## src/rtl/count_mod.sv

```systemverilog
// Up/down modulus counter with a runtime-programmable inclusive bound, wrap/saturate
// boundary mode, synchronous load, a registered terminal-count pulse and a sticky overflow flag.
module count_mod #(
    parameter int unsigned WIDTH   = 8,
    parameter int unsigned RST_VAL = 0
) (
    input  logic             clk_i,
    input  logic             rst_i,
    input  logic             en_i,
    input  logic             dir_i,
    input  logic             sat_i,
    input  logic [WIDTH-1:0] max_val_i,
    input  logic             load_i,
    input  logic [WIDTH-1:0] load_val_i,
    input  logic             clr_ovf_i,
    output logic [WIDTH-1:0] count_o,
    output logic             tc_o,
    output logic             ovf_o
);

    localparam logic [WIDTH-1:0] RstCount = WIDTH'(RST_VAL);
    localparam logic [WIDTH-1:0] One      = WIDTH'(1);

    logic [WIDTH-1:0] count_q, count_d;
    logic             tc_q, tc_d;
    logic             ovf_q, ovf_d;

    logic out_of_range;
    logic at_boundary;

    assign out_of_range = (count_q > max_val_i);
    assign at_boundary  = dir_i ? (count_q == max_val_i) : (count_q == '0);

    always_comb begin
        count_d = count_q;
        tc_d    = 1'b0;
        ovf_d   = ovf_q & ~clr_ovf_i;

        if (load_i) begin
            count_d = (load_val_i > max_val_i) ? max_val_i : load_val_i;
        end else if (en_i) begin
            if (out_of_range) begin
                // Bound was lowered beneath the count: snap back into range, no event.
                count_d = max_val_i;
            end else if (at_boundary) begin
                tc_d  = 1'b1;
                ovf_d = 1'b1;
                if (!sat_i) begin
                    count_d = dir_i ? '0 : max_val_i;
                end
            end else begin
                count_d = dir_i ? (count_q + One) : (count_q - One);
            end
        end
    end

    always_ff @(posedge clk_i) begin
        if (rst_i) begin
            count_q <= RstCount;
            tc_q    <= 1'b0;
            ovf_q   <= 1'b0;
        end else begin
            count_q <= count_d;
            tc_q    <= tc_d;
            ovf_q   <= ovf_d;
        end
    end

    assign count_o = count_q;
    assign tc_o    = tc_q;
    assign ovf_o   = ovf_q;

endmodule
```

## config.mk

```make
export PLATFORM = sky130hd
export DESIGN_NAME = count_mod
export DESIGN_NICKNAME = d
export VERILOG_FILES = /design/src/rtl/count_mod.sv
export SDC_FILE = /design/constraint.sdc
export NUM_CORES = 1
export LEC_CHECK = 0
export CAP_MARGIN = 20
export CORE_MARGIN = 5
export CORE_UTILIZATION = 52
export DETAILED_ROUTE_END_ITERATION = 7
export PLACE_DENSITY = 0.85
export SETUP_SLACK_MARGIN = 0.5
export SKIP_LAST_GASP = 1
export SLEW_MARGIN = 20
export SYNTH_ARGS = -nofsm -noshare
export SYNTH_HDL_FRONTEND = slang
export SYNTH_SLANG_ARGS = --single-unit
```

## constraint.sdc

```tcl
create_clock -name clk_i -period 5.53 [get_ports clk_i]
set_clock_uncertainty 0.05 [all_clocks]
set_input_delay 1.106 -clock clk_i [delete_from_list [all_inputs] [get_ports clk_i]]
set_output_delay 1.106 -clock clk_i [all_outputs]
set_load 0.02 [all_outputs]
```

# After elaboration in Yosys (flattened, before gate mapping)
# Index checks and enable logic that the tools add are counted.
dict set report totals {
  out_inout_bits 10
  word_cells 30
  reg_bits 10
  input_bits 23
}
dict set report classes {
  magnitude_cmp 2
  eq_ne 2
  add_sub_neg 2
  bitwise 3
  n_reduce_logical 4
  n_mux 14
}
# op n
set ops {}
lappend ops {{$mux 8} 8}
lappend ops {{$gt 8x8->1} 2}
lappend ops {{$add 8x1->8 const B} 1}
lappend ops {{$eq 8x8->1} 1}
lappend ops {{$logic_not 8->1} 1}
lappend ops {{$sub 8x1->8 const B} 1}
lappend ops {{$mux 1} 6}
lappend ops {{$ne 4x4->1 const B} 1}
lappend ops {{$reduce_or 4->1} 1}
lappend ops {{$not 1->1} 2}
lappend ops {{$reduce_and 2->1} 1}
lappend ops {{$reduce_bool 2->1} 1}
lappend ops {{$and 1x1->1} 1}

# Longest topological paths before layout
dict set report logic_depth {
  ltp_word 6
  depth_mapped 9
  mapped_depth_nobuf 8
}

# Least setup slack after synthesis
# Ideal clock, no wire load.
dict set report synth_path {
  kind {input port to flip-flop}
  startpoint {input max_val_i[7]}
  endpoint {register count_q[1], in the netlist count_o[1]}
  n_path_buf 0
  path_slack_ns 2.482
  arrival_ns 2.865
  t_required_ns 5.347
  stages 8
  setup_ns 0.133
  cell_sequence {inv_1 > ha_1 > nand4_1 > or3_4 > a2111o_1 > o211a_1 > a222oi_1 > a211oi_1}
}
dict set report synth_between {
  elab_chain_cells 6
  elab_cells_between_ends 11
  classes_between {2 x order compare; 2 x eq/ne; 6 x mux; 1 x reduce/logical}
}
# element line_no
set synth_lines {}
lappend synth_lines {{from (decl)} 12} ;# input logic [WIDTH-1:0] max_val_i,
lappend synth_lines {{parallel branches: the longest is 6 deep, another holds $gt 8x8->1} n/a}
lappend synth_lines {{to (signal assigned)} 59} ;# count_q <= RstCount;
lappend synth_lines {{to (signal assigned)} 63} ;# count_q <= count_d;
lappend synth_lines {{to (decl)} 24} ;# logic [WIDTH-1:0] count_q, count_d;
# Several ways; the timed one is not identified. The select of a mux whose other input is x is not followed.
# A chain may end at the register's enable or synchronous reset.

# Worst setup path in the final report
# Ends and elaborated chain as after synthesis.

==> impl_summary.md <==
Timing
Static timing analysis puts the maximum clock frequency at roughly 0.28 GHz. The number of slew-limit violations in the final report is 0. In the finished design, the share of the clock period the worst path needs comes to between 60 and 70%. The setup TNS is 0 ns.

The count of final hold-check violations is 0. Hold timing on the final database bottoms out at a slack of about 0.42 ns. Setup slack closes at 1.941 ns.

The total setup violations reported at the end of the flow is 0. The slew at the pin closest to its max-slew limit is approximately 0.68 ns. The worst path in the final design needs a cycle of around 3.6 ns, including I/O delays and setup. Setup repair after global routing left no endpoint under its margin. Measured against its own limit, the worst slew margin works out to between 50% and 60%.

Outcome
The flow ran to the end, and the final reports show no timing, DRC or antenna violations.

Worst setup path
The kind of start point of the critical path is an input port. The critical path runs through a total of 9 cells. The critical setup path kind is input port to flip-flop. The startpoint of the lowest-slack register-to-register path is count_o[7]. The arrival time reported for the critical path endpoint is ~3.7 ns. The critical path contains buffers and inverters numbering 2 combined. The end of the worst register-to-register path is count_o[1]. In this design, the stage delay of the slowest critical-path cell is around 0.50 ns. The critical path capture point type is a flip-flop. Traced cell by cell, the critical path runs through clkdlybuf4s50_1 > inv_1 > ha_1 > nand4_1 > or3_4 > o21ai_4 > nor3b_2 > a222oi_1 > a211oi_1. The number of cells on the worst reg-to-reg path is 7. STA puts the critical path data required time at approximately 5.7 ns. The register-to-register path setup slack is around 2.9 ns.

The slowest stage of the critical path is the sky130_fd_sc_hd__nor3b_2 cell. The kind of cell with the highest combined delay along the critical path is simple AND/OR/NAND/NOR gates. The critical-path maximum fanout is 8.

CTS
For this design, the sink count on the clock tree is 10. In this run the deepest clock path goes through 2 buffers. Post-CTS timing repair inserted 0 buffers for setup.

The clock-pin slew reported for the worst setup and hold paths after clock tree synthesis is roughly 0.060 ns. The hold buffer count at cts is 0. The clock latency on the worst-skew pair is around 0.26 ns. The clock root buffer is sky130_fd_sc_hd__clkbuf_4. The number of clock buffers added by TritonCTS is 3. The CTS tree is yes.

CTS built an H-tree with a depth of 1. The number of resized instances in the post-cts repair step is 0.

Finish
The library cell used most frequently in the layout, excluding fill and tap cells, is sky130_fd_sc_hd__clkdlybuf4s50_1. The net count reported at finish is between 200 and 250. The number of antenna diodes in the final layout is 0. The utilization after layout is 71.32%. From synthesis to final layout, the design area changed by 29.50%. The finished layout cell area is 1593 sq um.

The top cell types in the final layout, fill and taps aside, are sky130_fd_sc_hd__clkdlybuf4s50_1, sky130_fd_sc_hd__ha_1, sky130_fd_sc_hd__nor2_1. The share of final-layout standard cells stronger than drive strength 1 is 6.395%. The number of standard cells in the layout, taps in and fillers out is 200.

Floorplanning
Pin placement for this block handled 33 I/O pins. The floorplan has 17 rows. The overall die area is 3438 sq um.

The core region is 2233 sq um. The die width is a little under 60 microns. The effective utilization at floorplan is a little under three fifths. The die outline height is 58.64 microns.

Yosys
Sequential elements use between 15 and 20% of the synthesized area. The average instance in the mapped netlist occupies around 8.8 sq um. The number of distinct library cells after synthesis is 43. The post-synth design cell area is roughly 1200 sq um. The number of nets handed over by synthesis was 185. The instance count of the mapped netlist is 139.

The synthesis-stage register bit count is 10. For this run, the number of Yosys warnings is 0. The top-area cell type share of the netlist area is between 20% and 30%.

The leading area contributor after synthesis is sky130_fd_sc_hd__ha_1. Ranked by total cell area, the synthesized netlist is headed by sky130_fd_sc_hd__ha_1, sky130_fd_sc_hd__dfxtp_1, sky130_fd_sc_hd__a211oi_1.

Placed design
The placed instances occupy a cell area of around 1600 sq um. Detailed placement ended at an HPWL of approximately 2800 microns. The number of placed instances with taps included is around 200.

Input and output buffers added on the ports amount to 32. The weighted congestion at the end of routability-driven global placement is around 0.84. The minimum setup slack after placement is 1.718 ns.

Detailed routing
Summing over every cut layer, the via total after detailed routing is between 1000 and 1500. The count of nets left with antenna violations once routing finished came out at 0. The starting DRC count in detailed routing is between 60 and 70. The detailed-routing iteration count for the pre-antenna-repair pass is 5.

The routed wire length is 3383 microns. The routed length per instance is between 15 and 20 microns. The routed via count divided by cell count is 6.265. The count of unresolved DRC violations after routing is 0.

GRT
Entering global routing, the biggest net connects 17 pins. The overflow left after global routing is 0. The first global-routing pass estimated approximately 5700 microns of wire. The number of global-route vias before repair is between 1000 and 1500. The combined global-route utilization of all metal layers is approximately a fifth. The initial antenna violation count is 0.

Min path
The number of cells on the worst hold path is 2. In this run the most critical hold path is launched from ovf_o. The path with the worst hold slack has its endpoint at ovf_o. The class of the tightest hold or removal check is flip-flop to flip-flop.

Power and ir drop
The worst voltage drop across the vdd grid is about 120 uV. Overall power consumption after layout is estimated at between 0.3 and 0.4 mW. For this design the ratio of total power to cell area is approximately 230 nW/um^2. In this run the static leakage power is between 0.6 and 0.7 nW.

Flow run
Max-cap violations in this run came to 0.
==> per-layer routing <==
metal,routed length [microns],track usage (%),vias to the layer above
li1,-,-,613
met1,1433,26.72,578
met2,1619,35.09,60
met3,302,3.070,2
met4,27,10.68,0
met5,0,0,-
==> worst register-to-register path: cells and delay by family (launching register included) <==
| family | cells | cell delay (ns) |
|---|---|---|
| compound gates | 4 | 1.00 |
| simple gates | 2 | 0.70 |
| flops | 1 | 0.48 |
| fa+ha+maj | 1 | 0.33 |
==> registers in the layout (all words and copies together), names as in the netlist <==
signal   flops
ovf_o        1
count_o      8
tc_o         1
==> where the power goes <==
group	internal, mW	switching [mW]	leakage [nW]
Sequential	0.0817	0.0183	0.0828
Clock	0.0251	0.0246	0.0138
Combinational	0.102	0.109	0.571
Total	0.209	0.152	0.668
==> layout make-up <==
type | instances | area [sq um]
Inverter | 12 | 45.04
Fill cell | 179 | 640.6
Tap cell | 28 | 35.03
Clock buffer | 3 | 22.52
Sequential cell | 10 | 200.2
Multi-Input combinational cell | 115 | 969.7
Timing Repair Buffer | 32 | 320.3
==> kinds of logic (layout without fill, tap and decap cells) <==
| family | Yosys count | after routing | share of synthesized area [%] |
|---|---|---|---|
| AO/OA/AOI/OAI | 51 | 51 | 33.98 |
| AND/OR/NAND/NOR | 34 | 34 | 15.87 |
| adder cells (fa/ha/maj) | 23 | 23 | 24.01 |
| buffers and inverters | 14 | 47 | 4.882 |
| flip-flops | 10 | 10 | 16.28 |
| XOR/XNOR | 7 | 7 | 4.985 |
==> cells in the mapped netlist <==
cell type                   number
sky130_fd_sc_hd__a2111o_1        1
sky130_fd_sc_hd__a2111oi_0       1
sky130_fd_sc_hd__a211o_1         1
sky130_fd_sc_hd__a211o_2         1
sky130_fd_sc_hd__a211oi_1        9
sky130_fd_sc_hd__a21oi_1        10
sky130_fd_sc_hd__a222oi_1        5
sky130_fd_sc_hd__a22oi_1         2
sky130_fd_sc_hd__a311oi_1        1
sky130_fd_sc_hd__a31oi_1         2
sky130_fd_sc_hd__a32oi_1         1
sky130_fd_sc_hd__a41oi_1         1
sky130_fd_sc_hd__a41oi_4         1
sky130_fd_sc_hd__and2_1          1
sky130_fd_sc_hd__buf_1           1
sky130_fd_sc_hd__buf_6           1
sky130_fd_sc_hd__dfxtp_1        10
sky130_fd_sc_hd__fa_1            1
sky130_fd_sc_hd__ha_1           22
sky130_fd_sc_hd__inv_1          12
sky130_fd_sc_hd__nand2_1         6
sky130_fd_sc_hd__nand2b_1        2
sky130_fd_sc_hd__nand3_1         1
sky130_fd_sc_hd__nand4_1         5
sky130_fd_sc_hd__nor2_1         13
sky130_fd_sc_hd__nor2b_1         1
sky130_fd_sc_hd__nor3b_2         1
sky130_fd_sc_hd__nor4_4          1
sky130_fd_sc_hd__o211a_1         1
sky130_fd_sc_hd__o211ai_1        2
sky130_fd_sc_hd__o21a_1          1
sky130_fd_sc_hd__o21ai_0         2
sky130_fd_sc_hd__o21ai_1         1
sky130_fd_sc_hd__o21ai_4         1
sky130_fd_sc_hd__o21bai_1        4
sky130_fd_sc_hd__o21bai_4        1
sky130_fd_sc_hd__o221ai_1        1
sky130_fd_sc_hd__o41ai_1         1
sky130_fd_sc_hd__or3_1           1
sky130_fd_sc_hd__or3_4           1
sky130_fd_sc_hd__or4_4           1
sky130_fd_sc_hd__xnor2_1         4
sky130_fd_sc_hd__xor2_1          3
==> worst max path at each step <==
stage	startpoint	end	slack (ns)
floorplan	max_val_i[7]	count_o[1]	2.48
global placement	max_val_i[7]	count_o[1]	1.75
detailed placement	max_val_i[7]	count_o[1]	1.72
CTS	max_val_i[7]	count_o[1]	2.00
global route	max_val_i[7]	count_o[7]	1.77
finish	max_val_i[7]	count_o[1]	1.94
(Power assumes the default switching activity.)
